### config.mk
export PLATFORM = sky130hd
export DESIGN_NAME = uart_tx_fifo
export DESIGN_NICKNAME = d
export VERILOG_FILES = /design/src/rtl/uart_pkg.sv /design/src/rtl/sync_fifo.sv /design/src/rtl/uart_tx_fifo.sv
export SDC_FILE = /design/constraint.sdc
export NUM_CORES = 1
export LEC_CHECK = 0
export BUFFER_PORTS_ARGS = -buffer_cell sky130_fd_sc_hd__buf_2
export CAP_MARGIN = 10
export CORE_MARGIN = 5
export CORE_UTILIZATION = 59
export DETAILED_ROUTE_END_ITERATION = 8
export GPL_ROUTABILITY_DRIVEN = 0
export MAX_ROUTING_LAYER = met4
export PLACE_DENSITY = 0.76
export SLEW_MARGIN = 20
export SYNTH_ARGS = -nofsm -noshare
export SYNTH_HDL_FRONTEND = slang
export SYNTH_HIERARCHICAL = 1
export SYNTH_SLANG_ARGS = --single-unit
### constraint.sdc
create_clock -name XCLK -period 7.8 [get_ports XCLK]
set_input_delay 0 -clock XCLK [delete_from_list [all_inputs] [get_ports XCLK]]
set_output_delay 0 -clock XCLK [all_outputs]
set_load 0.05 [all_outputs]
### src/rtl/uart_pkg.sv
// rtl/uart_pkg.sv - shared UART constants and transmitter state encoding
package uart_pkg;

  localparam int   DATA_BITS        = 8;
  localparam logic IDLE_LEVEL       = 1'b1;
  localparam int   DEFAULT_BAUD_DIV = 868;

  typedef enum logic [1:0] {
    IDLE  = 2'd0,
    START = 2'd1,
    DATA  = 2'd2,
    STOP  = 2'd3
  } tx_state_e;

endpackage

### src/rtl/sync_fifo.sv
// rtl/sync_fifo.sv - single-clock FIFO with registered count, full and empty
module sync_fifo #(
  parameter int WIDTH = 8,
  parameter int DEPTH = 16
) (
  input  logic                     clk,
  input  logic                     rst,
  input  logic                     push,
  input  logic [WIDTH-1:0]         push_data,
  input  logic                     pop,
  output logic [WIDTH-1:0]         pop_data,
  output logic [$clog2(DEPTH):0]   count,
  output logic                     full,
  output logic                     empty
);

  localparam int AW = $clog2(DEPTH);

  logic [WIDTH-1:0] mem_q [DEPTH];
  logic [WIDTH-1:0] mem_d [DEPTH];
  logic [AW-1:0]    wr_ptr_q, wr_ptr_d;
  logic [AW-1:0]    rd_ptr_q, rd_ptr_d;
  logic [AW:0]      count_q, count_d;
  logic             push_en, pop_en;

  // Full is taken from the registered count, so a same-cycle pop never frees a slot.
  assign full     = (count_q == (AW+1)'(DEPTH));
  assign empty    = (count_q == '0);
  assign count    = count_q;
  assign pop_data = mem_q[rd_ptr_q];
  assign push_en  = push && !full;
  assign pop_en   = pop && !empty;

  always_comb begin
    mem_d    = mem_q;
    wr_ptr_d = wr_ptr_q;
    rd_ptr_d = rd_ptr_q;
    count_d  = count_q;
    if (push_en) begin
      mem_d[wr_ptr_q] = push_data;
      wr_ptr_d        = wr_ptr_q + AW'(1);
    end
    if (pop_en) begin
      rd_ptr_d = rd_ptr_q + AW'(1);
    end
    case ({push_en, pop_en})
      2'b10:   count_d = count_q + (AW+1)'(1);
      2'b01:   count_d = count_q - (AW+1)'(1);
      default: count_d = count_q;
    endcase
  end

  always_ff @(posedge clk) begin
    mem_q <= mem_d;
    if (rst) begin
      wr_ptr_q <= '0;
      rd_ptr_q <= '0;
      count_q  <= '0;
    end else begin
      wr_ptr_q <= wr_ptr_d;
      rd_ptr_q <= rd_ptr_d;
      count_q  <= count_d;
    end
  end

endmodule

### src/rtl/uart_tx_fifo.sv
// rtl/uart_tx_fifo.sv - buffered 8N1 UART transmitter with FIFO status outputs
module uart_tx_fifo
  import uart_pkg::*;
#(
  parameter int BAUD_DIV   = DEFAULT_BAUD_DIV,
  parameter int FIFO_DEPTH = 16
) (
  input  logic                         XCLK,
  input  logic                         XRES,
  input  logic                         WR_VALID,
  input  logic [7:0]                   WR_DATA,
  output logic                         WR_READY,
  output logic                         TX_BUSY,
  output logic [$clog2(FIFO_DEPTH):0]  FIFO_COUNT,
  output logic                         UART_TXD
);

  localparam logic [15:0] BAUD_RELOAD = 16'(BAUD_DIV - 1);
  localparam logic [2:0]  LAST_BIT    = 3'(DATA_BITS - 1);

  tx_state_e   state_q, state_d;
  logic [15:0] baud_q, baud_d;
  logic [7:0]  shift_q, shift_d;
  logic [2:0]  bit_idx_q, bit_idx_d;
  logic        txd_q, txd_d;
  logic        fifo_pop, fifo_full, fifo_empty;
  logic [7:0]  fifo_head;

  sync_fifo #(
    .WIDTH (8),
    .DEPTH (FIFO_DEPTH)
  ) u_fifo (
    .clk       (XCLK),
    .rst       (XRES),
    .push      (WR_VALID),
    .push_data (WR_DATA),
    .pop       (fifo_pop),
    .pop_data  (fifo_head),
    .count     (FIFO_COUNT),
    .full      (fifo_full),
    .empty     (fifo_empty)
  );

  assign WR_READY = !fifo_full;
  assign TX_BUSY  = !fifo_empty || (state_q != IDLE);
  assign UART_TXD = txd_q;

  // txd_d is the level of the state being entered, so the pin changes on the same edge.
  always_comb begin
    state_d   = state_q;
    baud_d    = baud_q;
    shift_d   = shift_q;
    bit_idx_d = bit_idx_q;
    txd_d     = txd_q;
    fifo_pop  = 1'b0;
    case (state_q)
      IDLE: begin
        txd_d = IDLE_LEVEL;
        if (!fifo_empty) begin
          fifo_pop = 1'b1;
          shift_d  = fifo_head;
          baud_d   = BAUD_RELOAD;
          state_d  = START;
          txd_d    = 1'b0;
        end
      end
      START: begin
        if (baud_q == '0) begin
          baud_d    = BAUD_RELOAD;
          bit_idx_d = '0;
          state_d   = DATA;
          txd_d     = shift_q[0];
        end else begin
          baud_d = baud_q - 16'd1;
        end
      end
      DATA: begin
        if (baud_q == '0) begin
          baud_d = BAUD_RELOAD;
          if (bit_idx_q == LAST_BIT) begin
            state_d = STOP;
            txd_d   = IDLE_LEVEL;
          end else begin
            shift_d   = shift_q >> 1;
            bit_idx_d = bit_idx_q + 3'd1;
            txd_d     = shift_q[1];
          end
        end else begin
          baud_d = baud_q - 16'd1;
        end
      end
      STOP: begin
        if (baud_q == '0) begin
          if (!fifo_empty) begin
            fifo_pop = 1'b1;
            shift_d  = fifo_head;
            baud_d   = BAUD_RELOAD;
            state_d  = START;
            txd_d    = 1'b0;
          end else begin
            state_d = IDLE;
            txd_d   = IDLE_LEVEL;
          end
        end else begin
          baud_d = baud_q - 16'd1;
        end
      end
      default: begin
        state_d = IDLE;
        txd_d   = IDLE_LEVEL;
      end
    endcase
  end

  always_ff @(posedge XCLK) begin
    if (XRES) begin
      state_q   <= IDLE;
      baud_q    <= '0;
      shift_q   <= '0;
      bit_idx_q <= '0;
      txd_q     <= IDLE_LEVEL;
    end else begin
      state_q   <= state_d;
      baud_q    <= baud_d;
      shift_q   <= shift_d;
      bit_idx_q <= bit_idx_d;
      txd_q     <= txd_d;
    end
  end

endmodule

==> metrics.md, run 1 <==
| Metric | Value |
|---|---|
| Status | finished, final reports clean |
| Largest net degree at the start of global routing | 38 |
| Top cells by count, synth | 128 x edfxtp_1, 54 x nor2_1, 43 x dfxtp_1, 32 x mux4_2, 26 x nand2_1 |
| # resized after CTS | 0 |
| Crit path max fanout | 7 |
| Total CTS buffers | 17 |
| Top cell type's share of synthesized area | between 50% and 60% |
| Die Ht | 122 microns |
| Clk root buf | clkbuf_16 |
| Rel. slew slack | a little under a third |
| Hold WC Path Type | input pin to flip-flop |
| DR DRC count | 0 |
| Clock transition at path regs | about 0.070 ns |
| WP data arrival | between 4 and 5 ns |
| Die area | ~15000 sq um |
| Seq cells post-synth | roughly 170 |
| Post-synth cell types | 60 |
| TNS Setup | 0 ns |
| Port Buf Inserts | 18 |
| Leak | 0.00284 uW |
| Synth Net Count | 540 |
| Setup CP Type | flip-flop to flip-flop |
| Dpl ws | between 3 and 4 ns |
| Endpoints failing setup | 0 |
| Initial antenna violation count | 0 |
| Share of cells above drive strength 1 | 19.2% |
| Total setup buffers inserted after CTS | 0 |
| Starting Density | between 50 and 60% |
| Mean Syn Cell Area | 14.5 sq um |
| Tmin final | around 4.4 ns |
| Core area | between 10000 and 15000 sq um |
| Post-synth EDFFs | roughly 130 |
| Switching Share | 35.7% |
| Most frequent cell after synthesis | edfxtp_1 |
| Synth top area cells | edfxtp_1 52%, dfxtp_1 12%, mux4_2 9.7%, ha_1 2.9%, nor2_1 2.7% |
| Setup crit end kind | flip-flop |
| RSZ-0062 raised after global routing | false |
| DP HPWL | roughly 9700 microns |
| Clk buf depth | 2 |
| Async SR Flop Fraction | 0% |
| Vias in the first global route | 4483 |
| Worst vdd ir | between 0.2 and 0.25 mV |
| Crit path max-delay family | simple AND/OR/NAND/NOR gates |
| Cell repeated most along the worst path | inv_1 |
| Routed wire per std cell | approximately 21 microns |
| Yosys warns | 6 |
| Clk network pwr share | between 20% and 30% |
| Main synth FF type | edfxtp_1 |
| P&R area growth vs syn | 12.0% |
| Drt first pass iters | 5 |
| Seq/Total Area, Yosys | a little under two thirds |
| Slew Limit Fails | 0 |
| Internal | 1920 uW |
| Core Rows | about 40 |
| DR vias | 4449 |
| Cells along the critical path | inv_1, ha_1, or3b_1, or4_4, nor2_1, a21oi_1, nor3_1, o21ai_2, inv_1, ha_1, inv_1, fa_1, nand2b_1, a21oi_1, mux2i_1, mux2_2 |
| Setup Skew | 0.00880 ns |
| Synth area leader | edfxtp_1 |
| Routed WL | roughly 15000 microns |
| Sinks on Clock Net | roughly 170 |
| Buf/Inv on CP | 3 |
| Max stage delay on crit path | slightly below 0.6 ns |
| Ant. Diodes | 0 |
| Max-cap viol count | 0 |
| Global-route wire length before repair | approximately 24000 microns |
| Grt total ovfl | 0 |
| 1st-iter DRT viols | ~450 |
| Pwr Total | approximately 3000 uW |
| Skew-Pair Late Insertion Delay | around 0.43 ns |
| H-Tree Depth | 4 |
| Net Switching | around 1100 uW |
| Critical-path top delay cell | or4_4 |
| Antenna viol nets, final | 0 |
| Gate Count Post-Synth | about 510 |
| Final core occ | around two thirds |
| Startpoint types | flip-flop |
| Tcrit/Tclk final | a little under three fifths |
| Pwr dens | between 300 and 400 nW/um^2 |
| Maximum operating frequency | 228 MHz |
| Final WS setup | roughly 3.4 ns |
| Final net count | 563 |
| Die width | approximately 120 microns |
| I/O pin count | 19 |
| Final hold vios | 0 |
| Worst-Margin Slew | 1.03 ns |
| Mapped cell area | ~7400 sq um |
| Worst Path Required | 8.12 ns |
| All-Layer GR Usage | 22.7% |
| CTS tree | built |
| Sequential Power Share | a little under two fifths |
| Combinational share of power | about a third |
| Via density | a little over 6 |
==> worst min-delay path, delay by kind of cell <==
family | cells | cell delay, ns
buf+inv | 1 | 0.13
compound gates | 1 | 0.10
xor+xnor | 1 | 0.09
simple gates | 1 | 0.08
==> routing by layer <==
| metal | track usage [%] | up-vias | part of all wire (%) |
|---|---|---|---|
| met1 | 28.7 | 2218 | 41 |
| met4 | 8.26 | 0 | 1.4 |
| li1 | - | 2027 | - |
| met2 | 36.5 | 182 | 52 |
| met3 | 4.87 | 22 | 5.4 |
| met5 | - | - | 0 |
==> layout by cell type (no fill, tap or decap), types with 6 or more instances in the layout <==
cell             n
xor2_1           9
edfxtp_1       128
a22oi_1         16
dfxtp_1         42
a31oi_1          9
nand2_1         26
o21ai_0          8
ha_1            17
inv_1           18
nor2_1          54
clkbuf_16       17
buf_4            6
dlygate4sd3_1    8
buf_2           18
mux4_2          32
nor3_1          11
nand2b_1         6
a211oi_1         8
a21oi_1         19
mux2i_1         12
==> stage by stage <==
step / instance area [sq um] / hold slack (ns) / cells
CTS: 8300 / 0.00450 / 719
global placement: 7610 / 0.380 / 679
global route: 8300 / 0.0213 / 719
finish: 8300 / 0.0166 / 719
detailed placement: 7610 / 0.395 / 679
floorplan: 7410 / 0.0724 / 511
==> sequential cells by signal (all words and copies together), names as in the netlist, 2 cells and up <==
register / cells
u_fifo/rd_ptr_q: 4
bit_idx_q: 3
baud_q: 16
u_fifo/mem_q: 128
u_fifo/wr_ptr_q: 4
state_q: 2
shift_q: 8
u_fifo/count: 5
==> worst paths after layout <==
| path | start | to | slack (ns) | cells after the start |
|---|---|---|---|---|
| setup / recovery | baud_q[0] | u_fifo/count[4] | 3.42 | 16 |
| hold / removal | WR_VALID | u_fifo/wr_ptr_q[3] | 0.02 | 4 |
| setup reg to reg | baud_q[0] | u_fifo/count[4] | 3.42 | 16 |
| hold reg to reg | bit_idx_q[2] | bit_idx_q[2] | 0.49 | 1 |
==> area by class of cell <==
type | instances | area [sq um]
clock buffers | 17 | 425
clock inverters | 15 | 179
fillers | 843 | 4170
inverters | 18 | 67.6
multi-input cells | 294 | 2490
flip-flops and latches | 171 | 4710
well taps | 172 | 215
repair buffers | 32 | 215
==> cells by family after synthesis <==
kind of cell,synth area share (%)
mux,11.7
fa+ha+maj,3.14
compound gates,9.08
flops,63.5
buf+inv,2.89
simple gates,8.44
xor+xnor,1.30
==> power groups by stage <==
stage | combinational (uW) | clock (uW) | sequential (uW)
6_report | 1030 | 855 | 1110
5_1_grt | 1120 | 911 | 1120
4_1_cts | 1020 | 868 | 1110
3_5_place_dp | 1010 | 0 | 1130
3_3_place_gp | 970 | 0 | 1120
2_1_floorplan | 816 | 0 | 1150
==> timing repair <==
item | 4_1_cts | 5_1_grt
hold buffers | 8 | 0
hold endpoints to repair | 128 | 0
endpoints found under the setup margin | 0 | 0
No activity file was read; power rests on OpenSTA's default activity.
==> run 2, diff against run 1 <==
--- a/config.mk
+++ b/config.mk
@@ -8,7 +8,7 @@
 export BUFFER_PORTS_ARGS = -buffer_cell sky130_fd_sc_hd__buf_2
 export CAP_MARGIN = 10
 export CORE_MARGIN = 5
-export CORE_UTILIZATION = 59
+export CORE_UTILIZATION = 56
 export DETAILED_ROUTE_END_ITERATION = 8
 export GPL_ROUTABILITY_DRIVEN = 0
 export MAX_ROUTING_LAYER = met4
==> constraint.sdc (replaced) <==
create_clock -name XCLK -period 3.9 [get_ports XCLK]
set_input_delay 0 -clock XCLK [delete_from_list [all_inputs] [get_ports XCLK]]
set_output_delay 0 -clock XCLK [all_outputs]
set_load 0.05 [all_outputs]
==> run 2 against run 1 <==
Net effect: register-to-register slack lost 3.2 ns; worst setup slack worse by 3.2 ns; via count shrank 0.99%; total power rose by 100%; non-clock buffer count is 8 higher; die area is 4.9% higher; sequential cell count did not move; final area up 1.3%; combinational power grew 110%; largest cell class unchanged; highest routed layer unchanged.
==> metrics.md, run 2 (synthesis gave the netlist of run 1 again) <==
| Metric | Value |
|---|---|
| All-Layer GR Usage | between 20% and 30% |
| Rel. slew slack | 34.0% |
| Net Switching | roughly 2200 uW |
| Die width | approximately 130 microns |
| Internal | between 3000 and 4000 uW |
| Via density | roughly 6.0 |
| Tmin final | 3.71 ns |
| Skew-Pair Late Insertion Delay | 0.43 ns |
| Worst Path Required | ~4.2 ns |
| Setup crit end kind | flip-flop |
| DP HPWL | 9760 microns |
| P&R area growth vs syn | 13.5% |
| Hold WC Path Type | input pin to flip-flop |
| Final WS setup | 0.188 ns |
| WP data arrival | around 4 ns |
| Startpoint types | flip-flop |
| Max FFs per register | between 100 and 150 |
| Clk network pwr share | between 20% and 30% |
| Routed WL | around 15000 microns |
| Status | finished, final reports clean |
| Fin Hold WS | 0.109 ns |
| Combinational share of power | between 30% and 40% |
| Most frequent cells in the layout | 128 x edfxtp_1, 53 x nor2_1, 42 x dfxtp_1 |
| Final net count | about 570 |
| Crit path max fanout | 5 |
| Die Ht | ~130 microns |
| Worst-Margin Slew | between 0.9 and 1 ns |
| H-Tree Depth | 4 |
| Setup CP Type | flip-flop to flip-flop |
| Setup Skew | between 0.009 and 0.01 ns |
| Ant. Diodes | 0 |
| Final hold vios | 0 |
| 1st-iter DRT viols | around 590 |
| Sinks on Clock Net | approximately 170 |
| Port Buf Inserts | 18 |
| Endpoints failing setup | 0 |
| Pwr dens | ~720 nW/um^2 |
| Commonest non-fill, non-tap cell in the layout | edfxtp_1 |
| CTS tree | built |
| Post-route design area | between 8000 and 9000 sq um |
| Starting Density | a little under three fifths |
| Share of cells above drive strength 1 | between 20% and 30% |
| Total CTS buffers | 17 |
| Die area | 15600 sq um |
| Routed wire per std cell | 20.6 microns |
| Biggest regs | u_fifo/mem_q: 128 flops, baud_q: 16 flops, shift_q: 8 flops |
| Clk root buf | clkbuf_16 |
| Global-route wire length before repair | approximately 24000 microns |
| Max-cap viol count | 0 |
| Antenna viol nets, final | 0 |
| Placement-stage cell area | 7680 sq um |
| Drt first pass iters | 5 |
| Sequential Power Share | 37.4% |
| Initial antenna violation count | 0 |
| I/O pin count | 19 |
| Worst vdd ir | roughly 0.48 mV |
| Largest net degree at the start of global routing | 38 |
| Slew Limit Fails | 0 |
| Clk buf depth | 2 |
| Largest Register | u_fifo/mem_q |
| Core Rows | 42 |
| Grt total ovfl | 0 |
| Vias in the first global route | about 4400 |
| Tcrit/Tclk final | about 95% |
| Switching Share | approximately 36% |
| Dpl ws | -0.0696 ns |
| DR DRC count | 0 |
| Leak | a little under 0.003 uW |
| Core area | 13100 sq um |
| DR vias | approximately 4400 |
| Clock transition at path regs | approximately 0.07 ns |
| Maximum operating frequency | roughly 270 MHz |
## run 2: worst paths after layout
path	startpoint	slack, ns	end	cells after the start
worst max-delay path	baud_q[0]	0.19	u_fifo/count[4]	16
worst min-delay path	XRES	0.11	u_fifo/count[0]	2
worst max register to register	baud_q[0]	0.19	u_fifo/count[4]	16
worst min register to register	baud_q[6]	0.48	baud_q[6]	2
## run 2: metal layers
layer / global-route usage (%) / wire length (microns) / up-vias
met5: - / 0 / -
met2: 34.0 / 7770 / 135
met4: 6.06 / 237 / 0
met3: 4.31 / 743 / 24
li1: - / - / 2034
met1: 26.2 / 6310 / 2212
## run 2: cell type report
| type | count | area, sq um |
|---|---|---|
| flip-flops and latches | 171 | 4710 |
| fillers | 907 | 4680 |
| multi-input cells | 294 | 2540 |
| clock buffers | 17 | 425 |
| repair buffers | 40 | 290 |
| well taps | 176 | 220 |
| clock inverters | 15 | 159 |
| inverters | 18 | 67.6 |
## run 2: critical path, cell delays in order (launching register included)
cell	delay, ns
dfxtp_1	0.35
inv_1	0.07
ha_1	0.17
or3b_4	0.38
or4_4	0.51
nor2_4	0.14
a21oi_1	0.08
nor3_2	0.21
o21ai_2	0.14
inv_2	0.09
ha_4	0.16
inv_1	0.07
fa_2	0.36
nand2b_4	0.16
a21oi_2	0.15
mux2i_1	0.21
mux2_2	0.35
## run 2: power by group through the flow
stage	Sequential (uW)	Combinational (uW)	Clock [uW]
after floorplan	2290	1640	0
after global placement	2290	1970	0
after detailed placement	2310	2030	0
after CTS	2270	2090	1680
after global routing	2290	2350	1760
final	2270	2150	1650
## run 2: stage by stage
stage               utilization, %  cells  TNS [ns]  power (uW)
floorplan                        -    511         0        3930
global placement              58.7    689         0        4260
detailed placement            58.7    689   -0.0696        4340
CTS                           64.0    731         0        6040
global route                  64.2    731  -0.00469        6410
finish                        64.2    731         0        6070
## run 2: what timing repair did
action / 4_1_cts / 5_1_grt
endpoints found under the hold margin: 129 / 0
endpoints found under the setup margin: 1 / 1
pin swaps: 1 / 2
buffers inserted: 1 / 0
gates resized for setup: 4 / 5
hold buffers: 9 / 0
==> run 3, diff against run 2 <==
--- a/config.mk
+++ b/config.mk
@@ -5,14 +5,15 @@
 export SDC_FILE = /design/constraint.sdc
 export NUM_CORES = 1
 export LEC_CHECK = 0
+export ABC_AREA = 1
 export BUFFER_PORTS_ARGS = -buffer_cell sky130_fd_sc_hd__buf_2
 export CAP_MARGIN = 10
 export CORE_MARGIN = 5
-export CORE_UTILIZATION = 56
+export CORE_UTILIZATION = 57
 export DETAILED_ROUTE_END_ITERATION = 8
 export GPL_ROUTABILITY_DRIVEN = 0
 export MAX_ROUTING_LAYER = met4
-export PLACE_DENSITY = 0.76
+export PLACE_DENSITY = 0.77
 export SLEW_MARGIN = 20
 export SYNTH_ARGS = -nofsm -noshare
 export SYNTH_HDL_FRONTEND = slang
==> run 3 against run 2 <==
Net effect: synthesized cell count is 82% higher; worst setup slack improved by 0.67 ns; cell count is 56% higher; first-iteration DRC count rose by 15%; core utilization shrank 1.2 points; sequential share of layout area decreased by 4.1 points; critical path type unchanged; maximum frequency rose by 22%; area after synthesis grew 11%; sequential cell count unchanged; sequential power fell by 2%; global-route usage up 2.4 points.
==> metrics.md, run 3 <==
| Metric | Value |
|---|---|
| Async SR Flop Fraction | 0% |
| 1st-iter DRT viols | roughly 680 |
| TNS Setup | 0 ns |
| Startpoint types | flip-flop |
| Gate Count Post-Synth | around 930 |
| Antenna viol nets, final | 0 |
| Starting Density | a little under three fifths |
| Setup CP Type | flip-flop to flip-flop |
| Via density | ~5.4 |
| FF-to-FF Start | u_fifo/count[3] |
| Core area | 14400 sq um |
| R2r endpoint | u_fifo/count[4] |
| Setup crit end kind | flip-flop |
| Worst-Margin Slew | just under 1 ns |
| Mapped cell area | about 8200 sq um |
| Reg2reg path depth | 19 |
| Post-synth EDFFs | between 100 and 150 |
| Maximum operating frequency | about 330 MHz |
| Synth Area in Simple Gates | 26.1% |
| Global-route wire length before repair | approximately 29000 microns |
| Clk buf depth | 2 |
| Seq cells post-synth | 171 |
| Dpl ws | between 0.8 and 0.9 ns |
| Main synth FF type | edfxtp_1 |
| Top cells by count, synth | 259 x nand2_1, 136 x inv_1, 130 x nand3_1, 128 x edfxtp_1, 73 x nor2_1 |
| Cells along the critical path | nor2_1, nand3_1, inv_1, inv_1, nand2_1, a21oi_1, nand2_1, inv_2, ha_1, inv_1, fa_1, inv_1, nand2_1, nand2_1, nand2_1, nand2_1, nand3_1, nand2_1, inv_1 |
| Hold WC Path Type | input pin to flip-flop |
| Endpoints failing setup | 0 |
| Ant. Diodes | 0 |
| Mux cell area share after synthesis | 0% |
| Routed WL | between 15000 and 20000 microns |
| Biggest regs | u_fifo/mem_q: 128 flops, baud_q: 16 flops, shift_q: 8 flops |
| Worst vdd ir | 0.461 mV |
| Most frequent cells in the layout | 259 x nand2_1, 136 x inv_1, 130 x nand3_1 |
| Setup Skew | around 0.012 ns |
| Cell total after placement | about 1100 |
| Sinks on Clock Net | between 150 and 200 |
| Max stage delay on crit path | 0.41 ns |
| Tmin final | a little over 3 ns |
| Final WS setup | 0.856 ns |
| Share of cells above drive strength 1 | approximately 8.8% |
| Grt total ovfl | 0 |
| Synth Net Count | between 900 and 1000 |
| Wire length on met3 | 1270 microns |
| DR DRC count | 0 |
| Hold endpoint | shift_q[7] |
| Seq/Total Area, Yosys | ~57% |
| Worst Path Required | between 4 and 5 ns |
| H-Tree Depth | 4 |
| Largest Register | u_fifo/mem_q |
| Crit path max fanout | 11 |
| Yosys warns | 6 |
| P&R area growth vs syn | 9.89% |
| Final hold vios | 0 |
| Post-Synth XOR/XNOR Area | about 1.1% |
| RSZ-0062 raised after global routing | false |
| Compound-cell area share of the yosys netlist | around 4.3% |
| Top layer in use | met4 |
| Combinational family with the most area after synthesis | simple AND/OR/NAND/NOR gates |
| Initial antenna violation count | 0 |
| Met2 wire length | 8680 microns |
| Mean Syn Cell Area | just under 9 sq um |
| Top cell type's share of synthesized area | a little under half |
| DR vias | 6153 |
| Critical-path top delay cell | fa_1 |
| I/O pin count | 19 |
| Die area | between 15000 and 20000 sq um |
| Max-cap viol count | 0 |
| WHS Path Cells | 2 |
| Pwr dens | approximately 700 nW/um^2 |
| Most frequent cell after synthesis | nand2_1 |
| CTS tree | built |
| Synth top area cells | edfxtp_1 47%, nand2_1 12%, dfxtp_1 10%, nand3_1 7.9%, inv_1 6.2% |
| Synth area leader | edfxtp_1 |
| Cell repeated most along the worst path | nand2_1 |
| Vias in the first global route | ~5800 |
| Largest net degree at the start of global routing | roughly 70 |
| Slew Limit Fails | 0 |
| Rel. slew slack | a little over a third |
| Max FFs per register | 128 |
| WP data arrival | around 3.4 ns |
| Post-synth cell types | 39 |
| Drt first pass iters | 5 |
| Commonest non-fill, non-tap cell in the layout | nand2_1 |
| Skew-Pair Late Insertion Delay | around 0.43 ns |
| R2R setup slack | 0.86 ns |
| Hold Path Origin | XRES |
| Routed wire per std cell | around 16 microns |
| Status | finished, final reports clean |
| # resized after CTS | 0 |
| Die Ht | 130 microns |
| Total CTS buffers | 17 |
| Final net count | about 970 |
| Clk root buf | clkbuf_16 |
| All-Layer GR Usage | between 20% and 30% |
| DP HPWL | approximately 11000 microns |
| Die width | 130 microns |
| Synth Area in Adders | between 2 and 3% |
| Tcrit/Tclk final | around four fifths |
| Met1 wire length | roughly 7500 microns |
| Clock transition at path regs | around 0.07 ns |
| Non-filler cells, final | between 1000 and 1500 |
| Leak | 0.00397 uW |
| Port Buf Inserts | 18 |
| Core Rows | 44 |
[run 3: worst max path at each step]
stage / start / endpoint / slack [ns] / cells after the start
floorplan: u_fifo/count[4] / u_fifo/count[4] / 0.95 / 20
global placement: baud_q[0] / u_fifo/count[4] / 1.0 / 21
detailed placement: baud_q[0] / u_fifo/count[4] / 0.90 / 21
CTS: baud_q[0] / u_fifo/count[4] / 0.89 / 21
global route: u_fifo/count[1] / u_fifo/count[4] / 0.49 / 19
finish: u_fifo/count[3] / u_fifo/count[4] / 0.86 / 19
[run 3: routing by layer]
layer,vias to the layer above,GRT usage (%)
met1,2854,29.7
met3,27,3.81
met5,-,-
met2,242,37.2
li1,3030,-
met4,0,7.89
[run 3: per-stage QoR]
| step | instance area (sq um) | util, % | hold slack, ns | total power [uW] |
|---|---|---|---|---|
| after global routing | 9060 | 63.1 | 0.0868 | 6890 |
| after CTS | 9060 | 63.1 | 0.0227 | 6440 |
| after floorplan | 8250 | - | 0.0691 | 4290 |
| final | 9060 | 63.1 | 0.0500 | 6450 |
| after detailed placement | 8420 | 58.6 | 0.309 | 4830 |
| after global placement | 8420 | 58.6 | 0.300 | 4800 |
[run 3: kinds of logic (layout without fill, tap and decap cells)]
| group | Yosys count | after routing |
|---|---|---|
| xor+xnor | 10 | 10 |
| compound gates | 60 | 60 |
| fa+ha+maj | 18 | 18 |
| flops | 171 | 171 |
| simple gates | 494 | 494 |
| buf+inv | 175 | 205 |
[run 3: critical path: cells and delay by family, from the launching register on]
kind | cells | cell delay (ns)
DFF | 1 | 0.40
and+or+nand+nor | 10 | 0.84
buffers and inverters | 6 | 0.79
adders and majority gates | 2 | 0.66
AOI/OAI and AO/OA | 1 | 0.24
[run 3: timing repair]
| item | 4_1_cts | 5_1_grt |
|---|---|---|
| hold buffers | 9 | 0 |
| endpoints found under the hold margin | 130 | 0 |
| setup buffers | 0 | 0 |
[run 3: cell type report]
cell class | count | area (sq um)
Clock buffer | 18 | 429
Timing Repair Buffer | 30 | 203
Sequential cell | 171 | 4710
Inverter | 143 | 543
Fill cell | 1143 | 5310
Multi-Input combinational cell | 582 | 2830
Tap cell | 184 | 230
Clock inverter | 14 | 124
[run 3: power by group]
group	switching, uW	internal, uW
combinational	1840	792
clock	757	839
sequential	107	2110
